### src/rtl/kp_pixel_source.sv
// kp_pixel_source
//   Responder side of the kernel-control pixel request handshake. While
//   i_req is high and the block is ACTIVE, pixels are pulled from an upstream
//   FIFO with 1-cycle read latency and presented on o_data/o_valid. Column and
//   row position are tracked per delivered pixel, and frame boundaries are
//   flagged.
//
//   Build option: define KP_PIXEL_SOURCE_TESTPAT_EN to replace FIFO data with a
//   {row[7:0], col[7:0]} test pattern. In that build the FIFO is ignored:
//   o_fifo_rd stays 0, empty is treated as 0 and o_underrun stays 0.
//
// Ports
//   i_clk, i_rst   clock, asynchronous active-high reset
//   i_enable       level; low parks the block in IDLE once the frame completes
//   i_req          pixel request level from kp_kernel_control
//   o_data/o_valid pixel and 1-cycle strobe, 1 cycle after the FIFO read
//   o_fifo_rd      upstream FIFO read strobe (combinational)
//   i_fifo_data    upstream FIFO data, valid 1 cycle after o_fifo_rd
//   i_fifo_empty   upstream FIFO empty
//   o_sof/o_eol    start of frame / end of line, qualified by o_valid
//   o_frame_done   1-cycle pulse the cycle after the last pixel of a frame
//   o_underrun     saturating count of ACTIVE cycles with req & empty
module kp_pixel_source #(
    parameter int LINE_LENGTH = 48,
    parameter int LINE_COUNT  = 48,
    parameter int DATA_WIDTH  = 16
) (
    input  logic                  i_clk,
    input  logic                  i_rst,
    input  logic                  i_enable,
    input  logic                  i_req,
    output logic [DATA_WIDTH-1:0] o_data,
    output logic                  o_valid,
    output logic                  o_fifo_rd,
    input  logic [DATA_WIDTH-1:0] i_fifo_data,
    input  logic                  i_fifo_empty,
    output logic                  o_sof,
    output logic                  o_eol,
    output logic                  o_frame_done,
    output logic [15:0]           o_underrun
);

    localparam int CW = (LINE_LENGTH > 1) ? $clog2(LINE_LENGTH) : 1;
    localparam int RW = (LINE_COUNT > 1) ? $clog2(LINE_COUNT) : 1;
    localparam logic [CW-1:0] LAST_COL = CW'(LINE_LENGTH - 1);
    localparam logic [RW-1:0] LAST_ROW = RW'(LINE_COUNT - 1);

    typedef enum logic [1:0] {
        ST_IDLE,
        ST_ACTIVE,
        ST_DONE
    } state_t;

    state_t        state;
    logic [CW-1:0] col;      // position of the pixel on / next on o_valid
    logic [RW-1:0] row;
    logic [CW-1:0] rd_col;   // position of the next pixel to be read
    logic [RW-1:0] rd_row;
    logic          starved;
    logic          rd;
    logic          rd_last;
    logic          out_last;

`ifdef KP_PIXEL_SOURCE_TESTPAT_EN
    logic [DATA_WIDTH-1:0] tp_data;
    logic [7:0]            tp_row8;
    logic [7:0]            tp_col8;
    logic                  unused_fifo;

    assign starved     = 1'b0;
    assign o_fifo_rd   = 1'b0;
    assign unused_fifo = ^{i_fifo_data, i_fifo_empty};
    assign tp_row8     = 8'(rd_row);
    assign tp_col8     = 8'(rd_col);

    always_ff @(posedge i_clk or posedge i_rst) begin
        if (i_rst) begin
            tp_data <= '0;
        end else begin
            tp_data <= rd ? DATA_WIDTH'({tp_row8, tp_col8}) : '0;
        end
    end

    assign o_data = tp_data;
`else
    assign starved   = i_fifo_empty;
    assign o_fifo_rd = rd;
    // The FIFO's own output register is the data pipeline stage; gating with
    // o_valid keeps o_data at 0 outside pixel strobes and during reset.
    assign o_data    = o_valid ? i_fifo_data : '0;
`endif

    assign rd       = (state == ST_ACTIVE) & i_req & ~starved;
    assign rd_last  = (rd_col == LAST_COL) & (rd_row == LAST_ROW);
    assign out_last = (col == LAST_COL) & (row == LAST_ROW);

    assign o_sof = o_valid & (col == '0) & (row == '0);
    assign o_eol = o_valid & (col == LAST_COL);

    always_ff @(posedge i_clk or posedge i_rst) begin
        if (i_rst) begin
            state        <= ST_IDLE;
            col          <= '0;
            row          <= '0;
            rd_col       <= '0;
            rd_row       <= '0;
            o_valid      <= 1'b0;
            o_frame_done <= 1'b0;
            o_underrun   <= '0;
        end else begin
            o_valid      <= rd;
            o_frame_done <= o_valid & out_last;

            if (o_valid) begin
                if (col == LAST_COL) begin
                    col <= '0;
                    row <= (row == LAST_ROW) ? '0 : row + RW'(1);
                end else begin
                    col <= col + CW'(1);
                end
            end

            if (rd) begin
                if (rd_col == LAST_COL) begin
                    rd_col <= '0;
                    rd_row <= (rd_row == LAST_ROW) ? '0 : rd_row + RW'(1);
                end else begin
                    rd_col <= rd_col + CW'(1);
                end
            end

            if ((state == ST_ACTIVE) & i_req & starved & ~(&o_underrun)) begin
                o_underrun <= o_underrun + 16'd1;
            end

            // An enable drop in ACTIVE is only acted on via DONE, so a frame
            // in progress always runs to its last pixel.
            case (state)
                ST_IDLE:   if (i_enable) state <= ST_ACTIVE;
                ST_ACTIVE: if (rd & rd_last) state <= ST_DONE;
                ST_DONE:   state <= i_enable ? ST_ACTIVE : ST_IDLE;
                default:   state <= ST_IDLE;
            endcase
        end
    end

endmodule
### config.mk
export PLATFORM = sky130hd
export DESIGN_NAME = kp_pixel_source
export DESIGN_NICKNAME = d
export VERILOG_FILES = /design/src/rtl/kp_pixel_source.sv
export SDC_FILE = /design/constraint.sdc
export NUM_CORES = 1
export LEC_CHECK = 0
export ABC_CLOCK_PERIOD_IN_PS = 4900
export BUFFER_PORTS_ARGS = -buffer_cell sky130_fd_sc_hd__buf_2
export CORE_MARGIN = 2
export CORE_UTILIZATION = 40
export CTS_BUF_LIST = sky130_fd_sc_hd__clkbuf_2 sky130_fd_sc_hd__clkbuf_4 sky130_fd_sc_hd__clkbuf_8
export DETAILED_ROUTE_END_ITERATION = 10
export SLEW_MARGIN = 20
export SYNTH_ARGS = -nofsm -noshare
export SYNTH_HDL_FRONTEND = slang
export SYNTH_SLANG_ARGS = --single-unit
### constraint.sdc
create_clock -name i_clk -period 4.9 [get_ports i_clk]
set_clock_uncertainty 0.1 [all_clocks]
set_input_delay 0.245 -clock i_clk [delete_from_list [all_inputs] [get_ports i_clk]]
set_output_delay 0.245 -clock i_clk [all_outputs]
set_load 0.02 [all_outputs]
[Word-level counts from Yosys, hierarchy flattened]
Cells that the tools add are included.
W data, S select, Z words.
Storage, ports and cells
  register bits: 44
  latch bits: 0
  memory bits (writable): 0
  memory bits (read-only): 0
  input port bits: 21
  memories kept: 0
Operators by class
  $add $sub $neg: 5
  multipliers: 0
  divide/modulo/power cells: 0
  $lt $le $gt $ge: 0
  eq/ne operators: 8
  shift operators: 0
  muxes and demuxes: 9
  bitwise operators: 13
  reductions and logical operators: 7
Operators with widths (number)
  $add A6 B1 Y6 const B: 4
  $eq A6 B6 Y1 const B: 4
  $mux W6: 4
  $add A16 B1 Y16 const B: 1
  $mux W16: 1
  $reduce_and A16 Y1: 1
  $logic_not A6 Y1: 2
  $and A1 B1 Y1: 11
  $pmux W2 S3: 1
  $reduce_and A2 Y1: 3
  $mux W2: 2
  $eq A2 B1 Y1 const B: 1
  $eq A2 B2 Y1 const B: 1
  $logic_not A2 Y1: 1
  $ne A2 B1 Y1 const B: 1
  $ne A2 B2 Y1 const B: 1
  $not A1 Y1: 2
  $mux W1: 1

[Longest topological paths before layout]
  word-level depth: 6
  gate-level depth with buffers: 7
  depth with buffers taken out: 6

[Least setup slack after synthesis]
OpenSTA, ideal clock, no wires.
  path type: reg-to-reg
  start point: register o_underrun[0]
  end point: register o_underrun[1]
  library setup time: 125 ps
  arrival time: 1805 ps
  setup slack: 2870 ps
  stages on the path, launching flop included: 6
  path through: dfrtp_1 ha_1 nand4_2 nor4_4 nor2_2 mux2_4
Between the ends
  cells in the longest elaborated chain, start to end: 3
Ends and longest elaborated chain
  start, declared: line 40  | output logic [15:0] o_underrun
  start signal, assigned: line 133  | o_underrun <= o_underrun + 16'd1;
  branches (longest 3 deep; another with $add A16 B1 Y16)
Several ways; the timed one is not identified.
A chain may end at the register's enable or synchronous reset.

[Worst setup path after layout]
  start point: register o_valid
  end point: output o_eol
Between the ends
  cells in the longest elaborated chain, start to end: 1
Ends and longest elaborated chain
  start, declared: line 33  | output logic o_valid,
  start signal, assigned: line 111  | o_valid <= rd;
  $and A1 B1 Y1: line 98  | assign o_eol = o_valid & (col == LAST_COL);
  end, declared: line 38  | output logic o_eol,
Every way passes these cells.

==> impl_results.md <==
- Clk buf depth: 2
- Nets@finish: 316
- Post-DP HPWL: 3320 µm
- Die W: 80.1 µm
- Final std cells w/o fill: 360
- LEAKAGE: 1.41 nW
- F_max: 0.412 GHz
- CP delay by family, top: simple AND/OR/NAND/NOR gates
- Mapped Cells: 226
- Filler instances: 554
- Setup crit start: o_valid
- Inserted Clock Buffers: 5
- Hold_buf cts: 1
- Reg2Reg Setup Slack: 2.65 ns
- Crit Path Max Fanout: 24
- Capture point of the worst path: o_eol
- Ant diodes: 0
- GP Congestion: 0.798
- CTS H-Tree Depth: 2
- Register Area: 0.00110 mm²
- RSZ-0062 raised after global routing: false
- Tot Pwr: 0.954 mW
- Multi-input logic area: 0.00115 mm²
- Startpoint Class: flop
- # rows: 27
- Core area: 0.00554 mm²
- Worst-skew pair later-pin latency: 0.29 ns
- Number of flops mapped to enable cells by yosys: 0
- Vias per cell: 5.05
- Initial DRC count: 52
- GR Overflow Total: 0
- # Post-CTS Setup Buffers: 0
- Fin Setup TNS: 0 ns
- DR WL/cell: 12.8 µm
- Total nets after synthesis: 254
- Pre-Repair DR Iteration Count: 4
- Die Y: 80.1 µm
- Cell Area, Synth: 0.00232 mm²
- Cell Pwr Density: 345 mW/mm²
- Die Area: 0.00641 mm²
- Final worst path period need: 2.43 ns
- DRC viols: 0
- Worst Path Buf+Inv: 2
- Vias in the first global route: 1,708
- Sequential Power Share: 53.1%
- Worst Hold Class: in2reg
- Synth top cells by count: dfrtp_1 (44), nand2_1 (18), and2_1 (17)
- Worst Setup End Kind: output port
- Slew HR: 60.1%
- Main synth FF type: dfrtp_1
- Sequential-to-total area share from yosys stat: 47.5%
- Worst EP arrival: 2.08 ns
- Hold violation count in the final report: 0
- Number of cells on the critical path: 4
- Internal cell power: 0.633 mW
- P&R area growth vs syn: 19.5%
- Total routed wirelength: 4610 µm
- Initial antenna violation count: 0
- Comb power frac: 23.9%
- CTS sink cnt: 44
- Sw frac: 33.7%
- Area share of the largest cell type after synthesis: 47.5%
- Yosys reg bits: 44
- Layout cells sized above 1: 27.1%
- Cells on worst reg2reg path: 5
- Detailed-route via count: 1,819
- Peak supply drop: 0.000301 V
- Fin crit share: 49.5%
- CP max stage cell: dfrtp_1
- Clock root buffer: clkbuf_8
- Yosys top cell by area: dfrtp_1
- YS warnings: 0
- TritonCTS clock tree: done
- Setup violators final: 0
- Max cap viols: 0
- Top cells by area, synth: dfrtp_1 (48%), xor2_1 (4.9%), and2_1 (4.6%)
- Worst-Margin Slew: 0.593 ns
- Critical path required time: 4.55 ns
- Crit Reg-Reg Endpoint: row[4]
- Worst setup path class: reg2out
- Top Ports: 58
- Net switching power: 0.321 mW
- DRT antenna net count: 0
- Cells after DPL: 352
- Largest net degree at the start of global routing: 45
- Starting Density: 41.8%
- Global-route wire length before repair: 7740 µm
- Post_cts resized: 0
- Cell variety after synth: 45
- Critical path cell sequence: nand4_1 -> or3b_1 -> clkinv_4 -> buf_2
- Clk pwr share: 22.9%
- I/O Buffers: 57
- GRT Util Overall: 15.4%
- Async set-or-reset flop fraction in the synthesized netlist: 100%
- Clock slew at the register clock pins of the worst setup and hold paths: 0.08 ns
- Reg2reg start: o_valid
- Final Max Slew Viols: 0
- Outcome: complete, no violations
- Most numerous cell in the Yosys netlist: dfrtp_1
- Syn Area/Cell: 10.2 µm²
- Critical path's largest stage delay: 0.73 ns
## power groups by stage
stage	Combinational, mW	Sequential (mW)	Clock (mW)
after floorplan	0.141	0.525	0
after global placement	0.230	0.513	0
after detailed placement	0.231	0.514	0
after CTS	0.233	0.508	0.229
after global routing	0.260	0.522	0.244
final	0.229	0.507	0.219
## cell families (layout without fill, tap and decap cells)
logic type	Yosys count	count (layout)	synth area share, %
xor+xnor	19	19	7.19
buf+inv	15	77	2.97
simple gates	108	108	28.4
mux	7	7	3.57
compound gates	26	26	6.59
flops	44	44	47.5
fa+ha+maj	7	7	3.78
## area by class of cell
class                      count  share of cell area [%]
multi-input combinational    167                    41.4
sequential                    44                    39.8
timing repair buffer          59                    10.9
tap                           72                    3.25
clock buffer                   6                    2.76
inverter                      11                    1.67
clock inverter                 1                   0.181
## routing by layer
| metal | GRT usage [%] | vias to the layer above | routed length (µm) |
|---|---|---|---|
| li1 | - | 929 | - |
| met1 | 19.3 | 870 | 2100 |
| met2 | 25.8 | 15 | 2330 |
| met3 | 3.93 | 5 | 112 |
| met4 | 5.08 | 0 | 59 |
| met5 | 0 | - | 0 |
## tightest hold or removal path: cells and delay by family
family / cells / cell delay, ns
buffers and inverters: 2 / 0.15
AOI/OAI and AO/OA: 1 / 0.07
## how the worst min path moves through the flow
stage	start	end	depth (start not counted)	slack (ns)
floorplan	i_enable	state[0]	2	0.28
global placement	i_rst	o_underrun[10]	3	0.31
detailed placement	i_rst	o_underrun[11]	3	0.32
CTS	i_enable	state[0]	3	0.11
global route	i_enable	state[0]	3	0.10
finish	i_enable	state[0]	3	0.11
## cells in the final DEF, fill, tap and decap left out, types with 3 or more instances in the layout
master    synthesis  final
a21oi_1           5      5
ha_1              7      7
nor2_1            8      8
xnor2_1           6      6
buf_2             0     57
nand2_1          18     18
and2_1           17     17
nand3_1          10     10
dfrtp_1          44     44
nand4_2           3      3
o21ai_0          12     12
xor2_1           13     13
nor2b_1           3      3
nor4_1            5      5
clkbuf_8          0      5
mux2i_1           3      3
nand4_1          10     10
inv_1             9      8
nor4b_1           4      4
and3_1            4      4
nor3_1           10     10
## through the flow
stage	area, µm²	utilization [%]	setup WS (ns)	hold slack (ns)
2_1_floorplan	2320	-	2.87	0.284
3_3_place_gp	2680	48.3	2.72	0.314
3_5_place_dp	2680	48.3	2.64	0.316
4_1_cts	2770	50.0	2.44	0.110
5_1_grt	2770	50.0	2.29	0.102
6_report	2770	50.0	2.47	0.111
## sequential cells by signal, indices dropped and copies added (netlist names)
register,cells
o_frame_done,1
row,6
rd_row,6
state,2
col,6
o_valid,1
rd_col,6
o_underrun,16
Power figures use the tool's default switching activity.
